==> src/rtl/phys_mem_ctrl.sv <==
// Asynchronous-SRAM controller with a one-word mirror: hits complete with no busy cycle,
// misses run a read or setup/pulse/hold write cycle with a WAIT_CYCLES-long strobe.
module phys_mem_ctrl #(
   parameter int unsigned WAIT_CYCLES = 2
) (
   input  logic        clk,
   input  logic        rst,
   input  logic [31:0] mem_addr,
   input  logic [31:0] mem_data_in,
   input  logic        mem_is_write,
   output logic [31:0] mem_data_out,
   output logic        mem_busy,
   output logic [19:0] sram_addr,
   input  logic [31:0] sram_dq_i,
   output logic [31:0] sram_dq_o,
   output logic        sram_dq_oe,
   output logic        sram_ce_n,
   output logic        sram_oe_n,
   output logic        sram_we_n
);

   typedef enum logic [2:0] {
      StIdle,
      StRd,
      StWrSetup,
      StWrPulse,
      StWrHold
   } state_e;

   localparam logic [3:0] CntLoad = 4'(WAIT_CYCLES - 1);

   state_e      r_state;
   state_e      w_state_d;
   logic [3:0]  r_cnt;
   logic [3:0]  w_cnt_d;
   logic        r_last_valid;
   logic [19:0] r_last_addr;
   logic [31:0] r_last_data;
   logic [19:0] r_sram_addr;
   logic [31:0] r_sram_dq_o;
   logic        r_dq_oe;
   logic        r_ce_n;
   logic        r_oe_n;
   logic        r_we_n;
   logic [19:0] w_req_addr;
   logic        w_new_req;
   logic        w_accept;
   logic        w_cnt_done;
   logic        w_unused_addr;

   assign w_req_addr    = mem_addr[21:2];
   assign w_unused_addr = ^{mem_addr[31:22], mem_addr[1:0]};
   assign w_new_req     = !r_last_valid || (w_req_addr != r_last_addr) ||
                          (mem_is_write && (mem_data_in != r_last_data));
   assign w_accept      = (r_state == StIdle) && w_new_req;
   assign w_cnt_done    = (r_cnt == 4'd0);
   assign mem_busy      = !rst && ((r_state != StIdle) || w_new_req);

   assign mem_data_out = r_last_data;
   assign sram_addr    = r_sram_addr;
   assign sram_dq_o    = r_sram_dq_o;
   assign sram_dq_oe   = r_dq_oe;
   assign sram_ce_n    = r_ce_n;
   assign sram_oe_n    = r_oe_n;
   assign sram_we_n    = r_we_n;

   always_comb begin
      w_state_d = r_state;
      w_cnt_d   = r_cnt;
      unique case (r_state)
         StIdle: begin
            if (w_new_req) begin
               w_state_d = mem_is_write ? StWrSetup : StRd;
               w_cnt_d   = CntLoad;
            end
         end
         StRd: begin
            if (w_cnt_done) w_state_d = StIdle;
            else            w_cnt_d   = r_cnt - 4'd1;
         end
         StWrSetup: w_state_d = StWrPulse;
         StWrPulse: begin
            if (w_cnt_done) w_state_d = StWrHold;
            else            w_cnt_d   = r_cnt - 4'd1;
         end
         StWrHold: w_state_d = StIdle;
         default:  w_state_d = StIdle;
      endcase
   end

   // Strobes are decoded from the next state so the pins match the state they are in.
   always_ff @(posedge clk) begin
      if (rst) begin
         r_state      <= StIdle;
         r_cnt        <= 4'd0;
         r_last_valid <= 1'b0;
         r_last_addr  <= 20'd0;
         r_last_data  <= 32'd0;
         r_sram_addr  <= 20'd0;
         r_sram_dq_o  <= 32'd0;
         r_dq_oe      <= 1'b0;
         r_ce_n       <= 1'b1;
         r_oe_n       <= 1'b1;
         r_we_n       <= 1'b1;
      end else begin
         r_state <= w_state_d;
         r_cnt   <= w_cnt_d;
         if (w_accept) begin
            r_sram_addr <= w_req_addr;
            if (mem_is_write) r_sram_dq_o <= mem_data_in;
         end
         if ((r_state == StRd) && w_cnt_done) begin
            r_last_valid <= 1'b1;
            r_last_addr  <= r_sram_addr;
            r_last_data  <= sram_dq_i;
         end
         if (r_state == StWrHold) begin
            r_last_valid <= 1'b1;
            r_last_addr  <= r_sram_addr;
            r_last_data  <= r_sram_dq_o;
         end
         r_ce_n  <= (w_state_d == StIdle);
         r_oe_n  <= (w_state_d != StRd);
         r_we_n  <= (w_state_d != StWrPulse);
         r_dq_oe <= (w_state_d == StWrSetup) || (w_state_d == StWrPulse) ||
                    (w_state_d == StWrHold);
      end
   end

endmodule

==> config.mk <==
export PLATFORM = sky130hd
export DESIGN_NAME = phys_mem_ctrl
export DESIGN_NICKNAME = d
export VERILOG_FILES = /design/src/rtl/phys_mem_ctrl.sv
export SDC_FILE = /design/constraint.sdc
export NUM_CORES = 1
export LEC_CHECK = 0
export CAP_MARGIN = 25
export CORE_UTILIZATION = 45
export DETAILED_ROUTE_END_ITERATION = 10
export PLACE_DENSITY = 0.87
export SYNTH_ARGS = -nofsm -noshare
export SYNTH_HDL_FRONTEND = slang
export SYNTH_SLANG_ARGS = --single-unit
export TNS_END_PERCENT = 1
==> constraint.sdc <==
create_clock -name clk -period 3.85 [get_ports clk]
set_input_delay 0.9625 -clock clk [delete_from_list [all_inputs] [get_ports clk]]
set_output_delay 0.9625 -clock clk [all_outputs]
set_load 0.005 [all_outputs]
# ---- Word level (Yosys, flattened, before mapping)
# Cells that the tools add are included.
# W data, S select, Z words.
dict set report op_classes {
  addsub 1
  multipliers 0
  div_mod_pow 0
  order_cmp 0
  n_eq_ne 13
  shift 0
  n_mux 14
  bitwise_logic 0
  reduce_logical 20
}
# cell count
set ops {}
lappend ops {{$mux W32} 2}
lappend ops {{$mux W20} 2}
lappend ops {{$ne A32 B32 Y1} 1}
lappend ops {{$ne A20 B20 Y1} 1}
lappend ops {{$eq A3 B2 Y1 const B} 4}
lappend ops {{$pmux W3 S4} 1}
lappend ops {{$mux W3} 3}
lappend ops {{$mux W4} 2}
lappend ops {{$pmux W4 S2} 1}
lappend ops {{$eq A3 B3 Y1 const B} 2}
lappend ops {{$logic_not A3 Y1} 2}
lappend ops {{$logic_or A1 B1 Y1} 5}
lappend ops {{$logic_and A1 B1 Y1} 4}
lappend ops {{$logic_not A4 Y1} 1}
lappend ops {{$ne A2 B2 Y1 const B} 2}
lappend ops {{$reduce_bool A2 Y1} 2}
lappend ops {{$sub A4 B1 Y4 const B} 1}
lappend ops {{$eq A3 B1 Y1 const B} 1}
lappend ops {{$ne A3 B1 Y1 const B} 1}
lappend ops {{$ne A3 B2 Y1 const B} 1}
lappend ops {{$reduce_and A3 Y1} 1}
lappend ops {{$reduce_bool A3 Y1} 1}
lappend ops {{$logic_not A1 Y1} 2}
lappend ops {{$mux W1} 2}
lappend ops {{other kinds (3)} 3}
dict set report totals {
  ff_bits 116
  latchBits 0
  ram_bits 0
  mem_bits_ro 0
  inputBits 99
  out_inout_bits 89
  elab_cells 59
  n_memories 0
}

# ---- Longest topological paths before layout
# Gate-level depths: netlist of the first run.
dict set report logic_depth {
  ltp_word 8
  mapped_depth 9
  ltp_nobuf 8
}

# ---- Least setup slack after synthesis of the first run
# Ideal clock, no wire load.
dict set report synth_timing {
  path_type {in2out}
  startpoint {in mem_data_in[0]}
  endpoint {out mem_busy}
  arrival_ns 2.228
  required_ns 2.888
  path_slack_ns 0.660
  cell_stages 7
  path_buffers 1
  cell_sequence {xor2_1 > nor4_1 > nand4_1 > o21a_1 > clkbuf_1 > nor3_1 > nor2_1}
}
dict set report synth_between {
  elab_chain_cells 5
}
# element line
set synth_lines {}
lappend synth_lines {{start: declaration} 9} ;# input logic [31:0] mem_data_in,
lappend synth_lines {{$ne A32 B32 Y1} 54} ;# (mem_is_write && (mem_data_in != r_last_data));
lappend synth_lines {{$logic_and A1 B1 Y1} 54}
lappend synth_lines {{$logic_or A1 B1 Y1} 53} ;# assign w_new_req = !r_last_valid || (w_req_addr != r_last_addr) ||
lappend synth_lines {{$logic_or A1 B1 Y1} 57} ;# assign mem_busy = !rst && ((r_state != StIdle) || w_new_req);
lappend synth_lines {{$logic_and A1 B1 Y1} 57}
lappend synth_lines {{end: declaration} 12} ;# output logic mem_busy,
# No other way between the ends.

# ---- Worst setup path in the final report of the first run
dict set report layout_timing {
  startpoint {in mem_data_in[28]}
  endpoint {out mem_busy}
}
# Same word-level chain as after synthesis.

==> results.toml, run 1 <==
[run_status]
status = "complete, but fails checks"
violations = "design-rule violations"

[timing]
whs_ps = 469
hold_viol_final = 0
worstMarginPinSlew_ps = 962
max_freq_mhz = 267
slew_headroom_pct = 35.7
drv_slew = 0
rsz0062_at_grt = "no"
min_period_over_period_pct = 97.2
clock-skew-final_ps = 9.15
setup_ws_ps = 107
timing.final.crit_period_ps = 3740
setup_viol = 0

[synthesis]
synth.cell_area_sq_mm = 0.00537
synth-async-reset-ratio_pct = 0
ys_ff_latch = 116
synth_most_common_cell = "dfxtp_1"
synthesis.nets = 710
ys_warn_count = 0
synthDistinctLibCells = 43
syn-instance-count = 609
yosysTopAreaCell = "dfxtp_1"
synthTopCellsByArea = "dfxtp_1 43%, mux2i_1 12%, nand2_1 7.3%, xor2_1 6.5%, a211oi_1 4.5%"
yosysTopAreaCellShare_pct = 43.2
yosysSeqAreaShare_pct = 43.2
synthFlopType = "dfxtp_1"
synth_common_cells = "116 x dfxtp_1, 105 x nand2_1, 65 x mux2i_1"
avgSynthCellArea_sq_um = 8.82
synth-edff-count = 0

[layout]
diodes = 0
num-nets-final = 876
area_growth_pct = 48.7
drive_gt1_share_pct = 7.99
fin_area_sq_mm = 0.00799
instances_no_fill = 931

[global_route]
track_usage_pct = 28.0
grt_pass1_wl_microns = 27200
grt_overflow = 0
met1_usage_pct = 32.8
grt-busiest-layer = "met2"
use_met2_pct = 46.1
grt_start_max_net_pins = 81
met3_usage_pct = 6.89
grt_pass1_vias = 5285
antenna_found_initial = 0

[detailed_routing]
postRouteAntennaNets = 0
drt-vias-per-instance = 5.62
drc_errors = 8
via_count = 5233
drt-wirelength-per-cell_microns = 18.6
wirelength_microns = 17300
drt_iter0_markers = 459
first_pass_iters = 8

[worst_setup_path]
worstSetupPathType = "in -> out"
worstPathMaxFanout = 2
cp-start-kind = "input port"
cp.arrival_ps = 2780
critical_path_required_ps = 2890
ff2ff_path_depth = 8
end_kind = "output port"

[cts]
h-tree-depth = 4
clk_latency_ps = 420
clock_path_buffers = 2
clk_pin_slew_ps = 50
cts_sinks = 116
holdBufCountCts = 0
root_buffer = "clkbuf_16"
numCtsBuffers = 17
cts_tree = "done"

[floorplanning]
die-area_sq_mm = 0.0124
fp.coreArea_sq_mm = 0.0115
num_rows = 39
die_width_microns = 111
io_pins = 188
die_y_microns = 111
start_util_pct = 46.7

[power_and_ir_drop]
clockPowerShare_pct = 34.1
intPower_w = 0.00363
swShare_pct = 31.8
power.switching_w = 0.00169
cellLeakagePower_nw = 2.92
power_density_mw_per_mm2 = 666
peakVddDrop_mv = 0.414
power_frac_seq_pct = 32.4
combPwrFrac_pct = 33.5

[hold_path]
hold_path.class = "reg -> reg"
worstHoldPathCells = 2

[placed_design]
dp_cells = 898
place_congestion = 0.869
dp_hpwl_microns = 11700
pre_cts_slack_ps = -390
dpl_cell_area_sq_mm = 0.00726
port_buffers = 175

[flow_run]
maxCapViolCount = 0
through the flow:
| step | util (%) | TNS, ps | total power [W] |
|---|---|---|---|
| after floorplan | - | 0 | 0.00259 |
| after global placement | 63.1 | -387 | 0.00339 |
| after detailed placement | 63.1 | -390 | 0.00347 |
| after CTS | 69.0 | 0 | 0.00530 |
| after global routing | 69.4 | 0 | 0.00552 |
| final | 69.4 | 0 | 0.00532 |
registers in the layout, summed over array words and instances, names as in the netlist, 3 cells and up:
signal        count
mem_data_out     32
sram_dq_o        32
r_cnt             4
sram_addr        20
r_state           3
r_last_addr      20
routing by layer:
layer	part of all wire (%)	vias to the layer above
met5	0	-
met4	4.4	0
met3	5.9	61
met2	48	207
met1	42	2495
li1	-	2470
critical path, cell delays in order:
cell             delay, ps
clkdlybuf4s50_1        470
xor2_1                 180
nor4_2                 300
nand4_1                210
o21a_1                 240
nor3_1                 130
nor2_1                  60
clkdlybuf4s15_2        230
kinds of logic after synthesis:
kind of cell / share of synthesized area (%)
AND/OR/NAND/NOR: 17.7
flip-flops: 43.2
AO/OA/AOI/OAI: 14.0
multiplexers: 12.1
XOR/XNOR: 8.48
buffers and inverters: 4.10
adder cells (fa/ha/maj): 0.466
repair_timing:
item                                    in CTS  in global routing
endpoints found under the setup margin       1                  1
pin swaps                                    3                  5
setup buffers                                0                  0
gates resized for setup                      7                  4
cell usage in the layout (no fill, tap or decap), types with 3 or more instances in the layout:
cell type and instances:
clkdlybuf4s50_1 169, dfxtp_1 116, nand2_1 105, mux2i_1 65
a21oi_1 43, nor2_1 40, xor2_1 39, a211oi_1 32
nand3_1 25, o211ai_1 22, clkbuf_16 17, buf_4 16
xnor2_1 12, nor4_1 7, nand4_1 7, bufinv_16 6
nor4_2 4, nand2b_1 4, inv_1 3, nor3_1 3
or4_1 3, o21ai_0 3, clkbuf_8 3, clkbuf_1 3
power groups by stage:
stage | logic, W | clock network [W] | registers (W)
floorplan | 0.000882 | 0 | 0.00171
global placement | 0.00167 | 0 | 0.00172
detailed placement | 0.00173 | 0 | 0.00174
CTS | 0.00176 | 0.00182 | 0.00172
global route | 0.00190 | 0.00187 | 0.00175
finish | 0.00178 | 0.00181 | 0.00172
final cells by class:
class	instances	area [sq um]
Clock buffer	23	478
Clock inverter	9	198
Fill cell	855	3530
Inverter	4	15.0
Multi-Input combinational cell	443	2890
Sequential cell	116	2320
Tap cell	143	179
Timing Repair Buffer	193	1910
worst paths after layout:
path / start / endpoint / slack [ps]
max: mem_data_in[28] / mem_busy / 110
min: sram_addr[17]$_SDFFE_PP0P_ / r_last_addr[17]$_SDFFE_PP0P_ / 470
max reg2reg: r_cnt[0]$_SDFFE_PP0P_ / mem_data_out[25]$_SDFFE_PP0P_ / 1080
min reg2reg: sram_addr[17]$_SDFFE_PP0P_ / r_last_addr[17]$_SDFFE_PP0P_ / 470
Power figures use the tool's default switching activity.
==> run 2, diff against run 1 <==
--- a/config.mk
+++ b/config.mk
@@ -9,6 +9,7 @@
 export CORE_UTILIZATION = 45
 export DETAILED_ROUTE_END_ITERATION = 10
 export PLACE_DENSITY = 0.87
+export RECOVER_POWER = 25
 export SYNTH_ARGS = -nofsm -noshare
 export SYNTH_HDL_FRONTEND = slang
 export SYNTH_SLANG_ARGS = --single-unit
==> run 2 against run 1 <==
Net effect: die area is the same; global-route usage unchanged; flip-flop and latch count unchanged; sequential share of layout area hardly changed; worst setup slack improved by 19 ps; core utilization barely moved; cell count unchanged; final area is essentially flat; via count increased by 1.2%; sequential power hardly changed; the flow finishes with violations (design-rule violations, max-capacitance violations, max-slew violations); first-iteration DRC count decreased by 2.0%.
==> results.toml, run 2 (synthesis results as in run 1) <==
[run_status]
status = "complete, but fails checks"
violations = "design-rule violations, max-capacitance violations, max-slew violations"

[timing]
hold_viol_final = 0
clock-skew-final_ps = 10.5
setup_viol = 0
timing.final.crit_period_ps = 3720
whs_ps = 466
rsz0062_at_grt = "no"
worstMarginPinSlew_ps = 1760
slew_headroom_pct = -17.7
max_freq_mhz = 269
min_period_over_period_pct = 96.7
setup_ws_ps = 126
drv_slew = 81

[power_and_ir_drop]
cellLeakagePower_nw = 3.04
swShare_pct = 32.0
power_density_mw_per_mm2 = 660
combPwrFrac_pct = 33.0
power_frac_seq_pct = 32.6
power.switching_w = 0.00169
peakVddDrop_mv = 0.405
intPower_w = 0.00359
clockPowerShare_pct = 34.4

[placed_design]
dpl_cell_area_sq_mm = 0.00726
dp_hpwl_microns = 11700
port_buffers = 175
dp_cells = 898
pre_cts_slack_ps = -390
place_congestion = 0.869

[layout]
diodes = 0
area_growth_pct = 48.6
instances_no_fill = 931
num-nets-final = 876
drive_gt1_share_pct = 7.87
layout_commonest_cell = "clkdlybuf4s50_1"
fin_area_sq_mm = 0.00798
final_cell_mix = "120 x clkdlybuf4s50_1, 116 x dfxtp_1, 105 x nand2_1, 65 x mux2i_1, 49 x dlygate4sd3_1"

[global_route]
grt_pass1_vias = 5285
grt_start_max_net_pins = 81
track_usage_pct = 28.0
grt_overflow = 0
grt_pass1_wl_microns = 27200
antenna_found_initial = 0

[detailed_routing]
wirelength_microns = 17300
drt-vias-per-instance = 5.69
first_pass_iters = 8
drc_errors = 8
via_count = 5296
postRouteAntennaNets = 0
drt_iter0_markers = 450
drt-wirelength-per-cell_microns = 18.6

[cts]
numCtsBuffers = 17
clock_path_buffers = 2
h-tree-depth = 4
clk_latency_ps = 420
root_buffer = "clkbuf_16"
cts_sinks = 116
clk_pin_slew_ps = 50
cts_tree = "done"

[flow_run]
maxCapViolCount = 1

[worst_setup_path]
worstPathMaxFanout = 2
critical_path_required_ps = 2890
cp-start-kind = "input port"
cp.arrival_ps = 2760
end_kind = "output port"
worstSetupPathType = "in -> out"

[floorplanning]
die-area_sq_mm = 0.0124
num_rows = 39
io_pins = 188
start_util_pct = 46.7
fp.coreArea_sq_mm = 0.0115
die_width_microns = 111
die_y_microns = 111

[hold_path]
hold_path.class = "reg -> reg"
-- run 2: metrics by stage --
stage               util, %  total power, W  setup TNS (ps)
finish                 69.3         0.00527               0
global route           69.3         0.00548               0
CTS                    69.0         0.00530               0
detailed placement     63.1         0.00347            -390
global placement       63.1         0.00339            -387
floorplan                 -         0.00259               0
-- run 2: worst paths after layout --
kind | slack (ps) | depth (start not counted) | start | to
max reg2reg | 1020 | 8 | r_cnt[0]$_SDFFE_PP0P_ | mem_data_out[25]$_SDFFE_PP0P_
min reg2reg | 470 | 2 | sram_addr[17]$_SDFFE_PP0P_ | r_last_addr[17]$_SDFFE_PP0P_
max | 130 | 8 | mem_data_in[18] | mem_busy
min | 470 | 2 | sram_addr[17]$_SDFFE_PP0P_ | r_last_addr[17]$_SDFFE_PP0P_
-- run 2: per-layer routing --
metal  GRT usage [%]  wire length, microns  up-vias
li1                -                     -     2476
met1            32.8                  7190     2545
met2            46.1                  8340      214
met3            6.89                   967       61
met4            17.1                   817        0
met5               0                     0        -
-- run 2: area by class of cell --
cell class | count | area [sq um]
timing repair buffer | 193 | 1910
clock inverter | 9 | 198
tap | 143 | 179
fill | 854 | 3530
sequential | 116 | 2320
inverter | 4 | 15.0
multi-input combinational | 443 | 2890
clock buffer | 23 | 478
-- run 2: power by group through the flow --
stage | registers [W] | logic, W | clock network (W)
after detailed placement | 0.00174 | 0.00173 | 0
after global placement | 0.00172 | 0.00167 | 0
after floorplan | 0.00171 | 0.000882 | 0
final | 0.00172 | 0.00174 | 0.00181
after global routing | 0.00175 | 0.00186 | 0.00187
after CTS | 0.00172 | 0.00176 | 0.00182
-- run 2: worst max-delay path: stages --
cell,delay [ps]
clkdlybuf4s50_1,460
xor2_1,180
nor4_1,340
nand4_1,180
o21a_1,220
nor3_1,130
nor2_1,60
clkdlybuf4s15_2,230
-- run 2: repair_timing --
| action | in CTS | in global routing |
|---|---|---|
| hold endpoints to repair | 0 | 0 |
| buffers inserted | 0 | 0 |
| pin swaps | 3 | 5 |
| hold buffers | 0 | 0 |
| gates cloned | 0 | 0 |
| endpoints found under the setup margin | 1 | 1 |
| gates resized for setup | 7 | 4 |
